==> config.mk <==
export PLATFORM = sky130hd
export DESIGN_NAME = lcd_page_sequencer
export DESIGN_NICKNAME = d
export VERILOG_FILES = /design/src/rtl/lcd_pkg.sv /design/src/rtl/lcd_req_latch.sv /design/src/rtl/lcd_page_sequencer.sv
export SDC_FILE = /design/constraint.sdc
export NUM_CORES = 1
export LEC_CHECK = 0
export CAP_MARGIN = 0
export CORE_UTILIZATION = 56
export CTS_CLUSTER_SIZE = 20
export DETAILED_ROUTE_END_ITERATION = 8
export PLACE_DENSITY = 0.87
export SLEW_MARGIN = 20
export SYNTH_ARGS = -nofsm -noshare
export SYNTH_HDL_FRONTEND = slang
export SYNTH_HIERARCHICAL = 1
export SYNTH_SLANG_ARGS = --single-unit
export TNS_END_PERCENT = 20
==> constraint.sdc <==
create_clock -name clk -period 7.26 [get_ports clk]
set_input_delay 0.726 -clock clk [delete_from_list [all_inputs] [get_ports clk]]
set_output_delay 0.726 -clock clk [all_outputs]
set_load 0.05 [all_outputs]
==> src/rtl/lcd_pkg.sv <==
// lcd_pkg: shared state encoding, request codes and LCD command bytes
package lcd_pkg;
  typedef enum logic [3:0] {
    INIT_FS, INIT_EM, INIT_DC, INIT_CLR, LINE_CMD, RD_REQ, RD_WAIT, WR_HI, WR_LO, IDLE
  } state_t;
  typedef enum logic [1:0] {REQ_REFRESH, REQ_UP, REQ_DOWN} req_t;
  localparam logic [7:0] FUNC_SET   = 8'h28;
  localparam logic [7:0] ENTRY_MODE = 8'h06;
  localparam logic [7:0] DISP_ON    = 8'h0C;
  localparam logic [7:0] CLEAR      = 8'h01;
  localparam logic [7:0] DDRAM_L0   = 8'h80;
  localparam logic [7:0] DDRAM_L1   = 8'hC0;
  localparam int CHARS_PER_LINE = 16;
endpackage

==> src/rtl/lcd_req_latch.sv <==
// lcd_req_latch: resolves scroll/refresh pulses and holds one pending request
module lcd_req_latch
  import lcd_pkg::*;
(
  input  logic clk,
  input  logic reset,
  input  logic scroll_up,
  input  logic scroll_down,
  input  logic refresh,
  input  logic consume,
  output logic req_valid,
  output req_t req_dir
);
  logic up, dn, hit, pend;
  req_t cur, pend_dir;
  // opposing scrolls cancel; a scroll outranks a plain refresh
  always_comb begin
    up        = scroll_up && !scroll_down;
    dn        = scroll_down && !scroll_up;
    hit       = up || dn || refresh;
    cur       = up ? REQ_UP : dn ? REQ_DOWN : REQ_REFRESH;
    req_valid = hit || pend;
    req_dir   = hit ? cur : pend_dir;
  end
  // latest request overwrites the pending one until the sequencer consumes it
  always_ff @(posedge clk or posedge reset) begin
    if (reset) begin
      pend     <= 1'b0;
      pend_dir <= REQ_REFRESH;
    end else if (consume) begin
      pend     <= 1'b0;
    end else if (hit) begin
      pend     <= 1'b1;
      pend_dir <= cur;
    end
  end
endmodule

==> src/rtl/lcd_page_sequencer.sv <==
// lcd_page_sequencer: drives lcd_driver through init, then paints a 2x16 RAM window
module lcd_page_sequencer
  import lcd_pkg::*;
#(
  parameter int ADDR_W         = 10,
  parameter int RD_LAT         = 1,
  parameter int WORDS_PER_LINE = 8
) (
  input  logic              clk,
  input  logic              reset,
  input  logic              lcd_rdy,
  output logic              lcd_write,
  output logic [7:0]        lcd_data,
  output logic              lcd_data1cmd0,
  output logic              mem_rd_en,
  output logic [ADDR_W-1:0] mem_rd_addr,
  input  logic [15:0]       mem_rd_data,
  input  logic              scroll_up,
  input  logic              scroll_down,
  input  logic              refresh,
  output logic              busy,
  output logic [ADDR_W-1:0] base_addr
);
  localparam int WW = $clog2(WORDS_PER_LINE);
  localparam logic [WW-1:0] LAST_WORD = WW'(WORDS_PER_LINE - 1);
  state_t state, state_nx;
  req_t req_dir;
  logic holdoff, go, line, req_valid, is_data, dc_q, strobe_st;
  logic [WW-1:0] word;
  logic [1:0] cnt;
  logic [15:0] hold;
  logic [7:0] cur_byte, data_q;
  // holdoff is set during reset so no strobe can escape while it is asserted
  assign go = lcd_rdy && !holdoff;
  lcd_req_latch u_req (
    .clk        (clk),
    .reset      (reset),
    .scroll_up  (scroll_up),
    .scroll_down(scroll_down),
    .refresh    (refresh),
    .consume    (state == IDLE),
    .req_valid  (req_valid),
    .req_dir    (req_dir)
  );
  // state register
  always_ff @(posedge clk or posedge reset) begin
    if (reset) state <= INIT_FS;
    else state <= state_nx;
  end
  // next-state: strobe states advance only when a strobe is issued
  always_comb begin
    state_nx = state;
    case (state)
      INIT_FS:  state_nx = go ? INIT_EM : INIT_FS;
      INIT_EM:  state_nx = go ? INIT_DC : INIT_EM;
      INIT_DC:  state_nx = go ? INIT_CLR : INIT_DC;
      INIT_CLR: state_nx = go ? LINE_CMD : INIT_CLR;
      LINE_CMD: state_nx = go ? RD_REQ : LINE_CMD;
      RD_REQ:   state_nx = RD_WAIT;
      RD_WAIT:  state_nx = cnt == 2'(RD_LAT) ? WR_HI : RD_WAIT;
      WR_HI:    state_nx = go ? WR_LO : WR_HI;
      WR_LO:    state_nx = !go ? WR_LO : word != LAST_WORD ? RD_REQ : !line ? LINE_CMD : IDLE;
      IDLE:     state_nx = req_valid ? LINE_CMD : IDLE;
      default:  state_nx = INIT_FS;
    endcase
  end
  // outputs: strobe byte is live in the strobe cycle, otherwise the last one is held
  always_comb begin
    cur_byte  = 8'h00;
    is_data   = 1'b0;
    strobe_st = 1'b1;
    case (state)
      INIT_FS:  cur_byte = FUNC_SET;
      INIT_EM:  cur_byte = ENTRY_MODE;
      INIT_DC:  cur_byte = DISP_ON;
      INIT_CLR: cur_byte = CLEAR;
      LINE_CMD: cur_byte = line ? DDRAM_L1 : DDRAM_L0;
      WR_HI: begin
        cur_byte = hold[15:8];
        is_data  = 1'b1;
      end
      WR_LO: begin
        cur_byte = hold[7:0];
        is_data  = 1'b1;
      end
      default:  strobe_st = 1'b0;
    endcase
    lcd_write     = strobe_st && go;
    lcd_data      = lcd_write ? cur_byte : data_q;
    lcd_data1cmd0 = lcd_write ? is_data : dc_q;
    mem_rd_en     = state == RD_REQ;
    mem_rd_addr   = base_addr + ADDR_W'(line ? WORDS_PER_LINE : 0) + ADDR_W'(word);
    busy          = state != IDLE;
  end
  // datapath: handshake holdoff, read latency count, window position and base
  always_ff @(posedge clk or posedge reset) begin
    if (reset) begin
      holdoff   <= 1'b1;
      data_q    <= 8'h00;
      dc_q      <= 1'b0;
      cnt       <= 2'd1;
      hold      <= 16'h0000;
      line      <= 1'b0;
      word      <= '0;
      base_addr <= '0;
    end else begin
      holdoff <= lcd_write;
      cnt     <= state == RD_WAIT ? cnt + 2'd1 : 2'd1;
      if (lcd_write) begin
        data_q <= lcd_data;
        dc_q   <= lcd_data1cmd0;
      end
      if (state == RD_WAIT && cnt == 2'(RD_LAT)) hold <= mem_rd_data;
      if (state == WR_LO && lcd_write) begin
        word <= word == LAST_WORD ? '0 : word + 1'b1;
        line <= line || word == LAST_WORD;
      end
      if (state == IDLE && req_valid) begin
        line      <= 1'b0;
        word      <= '0;
        base_addr <= req_dir == REQ_DOWN ? base_addr + ADDR_W'(WORDS_PER_LINE) :
                     req_dir == REQ_UP ? base_addr - ADDR_W'(WORDS_PER_LINE) : base_addr;
      end
    end
  end
endmodule

==> metrics list <==
* Run status: complete, no violations
* Largest voltage drop on the vdd net: roughly 230 uV
* Fill cell instance count of the final layout: 327
- Across the run, the number of max-cap violations was 0.
* Xor/xnor share of the synthesized area: 3.26%
* Post-synthesis instance area: 2680 sq um
- The largest single stage delay on the critical path is 0.48 ns.
* Kind of end point of the critical path: flip-flop
- Measured against its own limit, the worst slew margin works out to 47.3%.
- The initial antenna violation count was 0.
- After legalization and detailed placement, the total HPWL measured 4.23 mm.
- Together, buffers and inverters on the worst path number 4.
* CP required: 7.45 ns
- For this configuration, the core starts out at a cell density of 60.0%.
* Pre-CTS WS: 3.08 ns
- Final Setup Violations: 0
- After layout, the minimum clock period comes to 3.85 ns.
- Layout Skew: about 0.0085 ns
- Routed len/inst: between 15 and 20 um
- The count of nets left with antenna violations once routing finished came out at 0.
* Crit path max-delay cell type: sky130_fd_sc_hd__clkdlybuf4s50_1
* Worst Path Class, Setup: input port to flip-flop
- By area the synthesized netlist is led by sky130_fd_sc_hd__dfrtp_1, sky130_fd_sc_hd__mux2_2, sky130_fd_sc_hd__ha_1, sky130_fd_sc_hd__o21ai_0, sky130_fd_sc_hd__a21oi_1.
- Post-Synthesis Cells: 275
- Flops & latches, synth: 46
- Maximum number of pins on one net before global-route repair: 44
* Peak Freq: 260 MHz
* Fraction of layout instances using a drive strength above 1: 11.5%
- Compound-cell area share of the yosys netlist: 16.4%
- Hold repair after CTS inserted 0 buffers.
* Length of the first detailed-routing pass in iterations: 4
- Diode insertion count for antenna repair: 0
- Port Buffer Count: 50
* Combined area of the multi-input logic cells: 1390 sq um
- The detailed router finished its first iteration with 227 violations.
* CTS tree: built
- The commonest cells after synthesis are sky130_fd_sc_hd__dfrtp_1, sky130_fd_sc_hd__o21ai_0, sky130_fd_sc_hd__nand2_1.
* Total gr overflow: 0
- After synthesis, the share of flip-flops with an asynchronous set or reset is 100%.
- The critical path goes through clkdlybuf4s50_1 -> inv_1 -> ha_1 -> nor2b_4 -> mux2_1 -> inv_1 -> ha_1 -> inv_1 -> ha_1 -> nor2b_1 -> o31a_1 -> or4b_1 -> o31ai_1 -> o31ai_1.
- Sum Neg Setup Slack: 0 ns
* Class of the most critical hold timing path: flip-flop to flip-flop
- Final worst-path setup slack: ~3.4 ns
- Die outline area: ~5100 sq um
- Area Growth Syn to Fin: 22.1%
* Clock H-tree levels: 2
- Data arrival time at the worst-slack endpoint: approximately 4.0 ns
* Post-synth top area cell: sky130_fd_sc_hd__dfrtp_1
* Simple-gate share of the synthesized area: 15.4%
- Counting every sink on the clock net gives 46.
- From bottom edge to top edge, the die measures between 70 and 80 um.
* Core footprint: 4470 sq um
* Total routing usage reported by global routing: 24.9%
* Number of nets in the layout: 357
- The number of global-route vias before repair came to 2066.
- Number of CTS-inserted buffers: 5
* Post-Synth Adder-Cell Area: 6.81%
- Across all layers, the routed design uses 2216 vias.
- Setup crit start kind: input port
* Number of enable-type register cells in the synthesized netlist: 0
- For the pin with the worst max-slew slack, the measured transition is approximately 0.79 ns.
- In the finished design, the share of the clock period the worst path needs comes to a little over half.
* Hold violation count in the final report: 0
- For this run, the number of Yosys warnings is 6.
* Cell with the most instances after synthesis: sky130_fd_sc_hd__dfrtp_1
- At the end of the flow the core is filled with cells to 73.2%.
- P_leak: 1.43 nW
- Clock-pin slew was measured on the worst setup and hold paths at about 0.09 ns.
- Summed over all layers, the routed wires come to 5.79 mm.
- Measured against the total synthesized area, the mux share comes to 9.37%.
* Clock latency on the worst-skew pair: 0.30 ns
- For this run, the leading register cell type out of synthesis is sky130_fd_sc_hd__dfrtp_1.
- Buffers added to address setup during post-CTS repair amount to 0.
* Gate family responsible for the most delay along the worst path: adder cells
* Total power per unit cell area: 421 nW/um^2
- First-pass GRT wire length: just under 10 mm
- In this run, post-CTS repair resized a total of 0 instances.
* Top cell type's share of synthesized area: 41.0%
- Registers take 1150 sq um.
- By area, the combinational part of the netlist is dominated by compound AO/OA/AOI/OAI gates.
- Crit Path Max Fanout: 7
- Mean cell area of the mapped netlist: 9.76 sq um
- 54 I/O pins were placed.
- Horizontal die dimension: 71.2 um
- Dividing the detail-routed via count by the number of cells gives 5.93.
* Root buffer cell: sky130_fd_sc_hd__clkbuf_8
- Setup repair after global routing left no endpoint under its margin.
- In the routed design, unresolved DRC markers number 0.
- Yosys cell types: 50
* Share of the yosys chip area belonging to registers: 43.0%
* Standard-cell row count: 24
- In this run the deepest clock path goes through 2 buffers.
- Count of final max-slew check failures: 0
- At the end of routability-driven placement, the weighted congestion stood at 0.857.
-- per-stage QoR --
stage	cells	total power, W	area [sq um]	hold WS, ns
floorplan	277	0.00102	2690	0.423
global placement	366	0.00119	3180	0.432
detailed placement	366	0.00122	3180	0.438
CTS	374	0.00138	3280	0.454
global route	374	0.00147	3280	0.473
finish	374	0.00138	3280	0.453
-- final cells by class --
| cell class | count | share of cell area (%) |
|---|---|---|
| Clock buffer | 6 | 2.52 |
| Clock inverter | 2 | 0.382 |
| Inverter | 16 | 1.83 |
| Multi-Input combinational cell | 200 | 42.3 |
| Sequential cell | 46 | 35.2 |
| Tap cell | 52 | 1.99 |
| Timing Repair Buffer | 52 | 15.7 |
-- per-layer routing --
metal	track usage, %	vias up	wire, um
li1	-	1054	-
met1	33.3	1092	2520
met2	40.5	61	2900
met3	4.78	9	278
met4	9.33	0	95
met5	0	-	0
-- registers in the layout (all words and copies together), names as in the netlist, 2 cells and up --
register	flops
word	3
data_q	8
hold	16
base_addr	7
cnt	2
u_req/pend_dir	2
state	4
-- power breakdown --
| group | switching (W) | internal (W) | total (W) | leakage, nW |
|---|---|---|---|---|
| Clock | 0.0000851 | 0.0000765 | 0.000162 | 0.0472 |
| Sequential | 0.000101 | 0.000354 | 0.000455 | 0.571 |
| Combinational | 0.000460 | 0.000303 | 0.000762 | 0.817 |
-- placed cells by master (no fill, tap or decap), types with 5 or more instances in the layout --
cell type	count
sky130_fd_sc_hd__xnor2_1	6
sky130_fd_sc_hd__nand3_1	5
sky130_fd_sc_hd__mux2_2	15
sky130_fd_sc_hd__o21ai_0	27
sky130_fd_sc_hd__ha_1	13
sky130_fd_sc_hd__a21oi_1	19
sky130_fd_sc_hd__clkdlybuf4s50_1	50
sky130_fd_sc_hd__clkbuf_8	6
sky130_fd_sc_hd__nand2_1	22
sky130_fd_sc_hd__nor2b_1	5
sky130_fd_sc_hd__nor2_1	20
sky130_fd_sc_hd__dfrtp_1	44
sky130_fd_sc_hd__inv_1	16
sky130_fd_sc_hd__nor3_1	7
-- path summary, 6_finish.rpt --
kind,from,to,slack [ns],cells after the start
worst max-delay path,scroll_up,base_addr[9]$_DFFE_PP0P_,3.41,14
worst min-delay path,cnt[0]$_DFF_PP1_,cnt[0]$_DFF_PP1_,0.45,1
worst max register to register,u_req/pend_dir[0]$_DFFE_PP0N_,base_addr[9]$_DFFE_PP0P_,4.47,10
worst min register to register,cnt[0]$_DFF_PP1_,cnt[0]$_DFF_PP1_,0.45,1
max in group asynchronous,reset,cnt[0]$_DFF_PP1_,5.99,3
min in group asynchronous,reset,u_req/pend_dir[1]$_DFFE_PP0N_,0.62,2
-- cell families after synthesis --
| kind of cell | Yosys count |
|---|---|
| other cells | 1 |
| compound gates | 73 |
| xor+xnor | 10 |
| buf+inv | 31 |
| mux | 22 |
| flops | 46 |
| simple gates | 78 |
| fa+ha+maj | 14 |
Note: power is estimated with default switching activity, not from simulation.
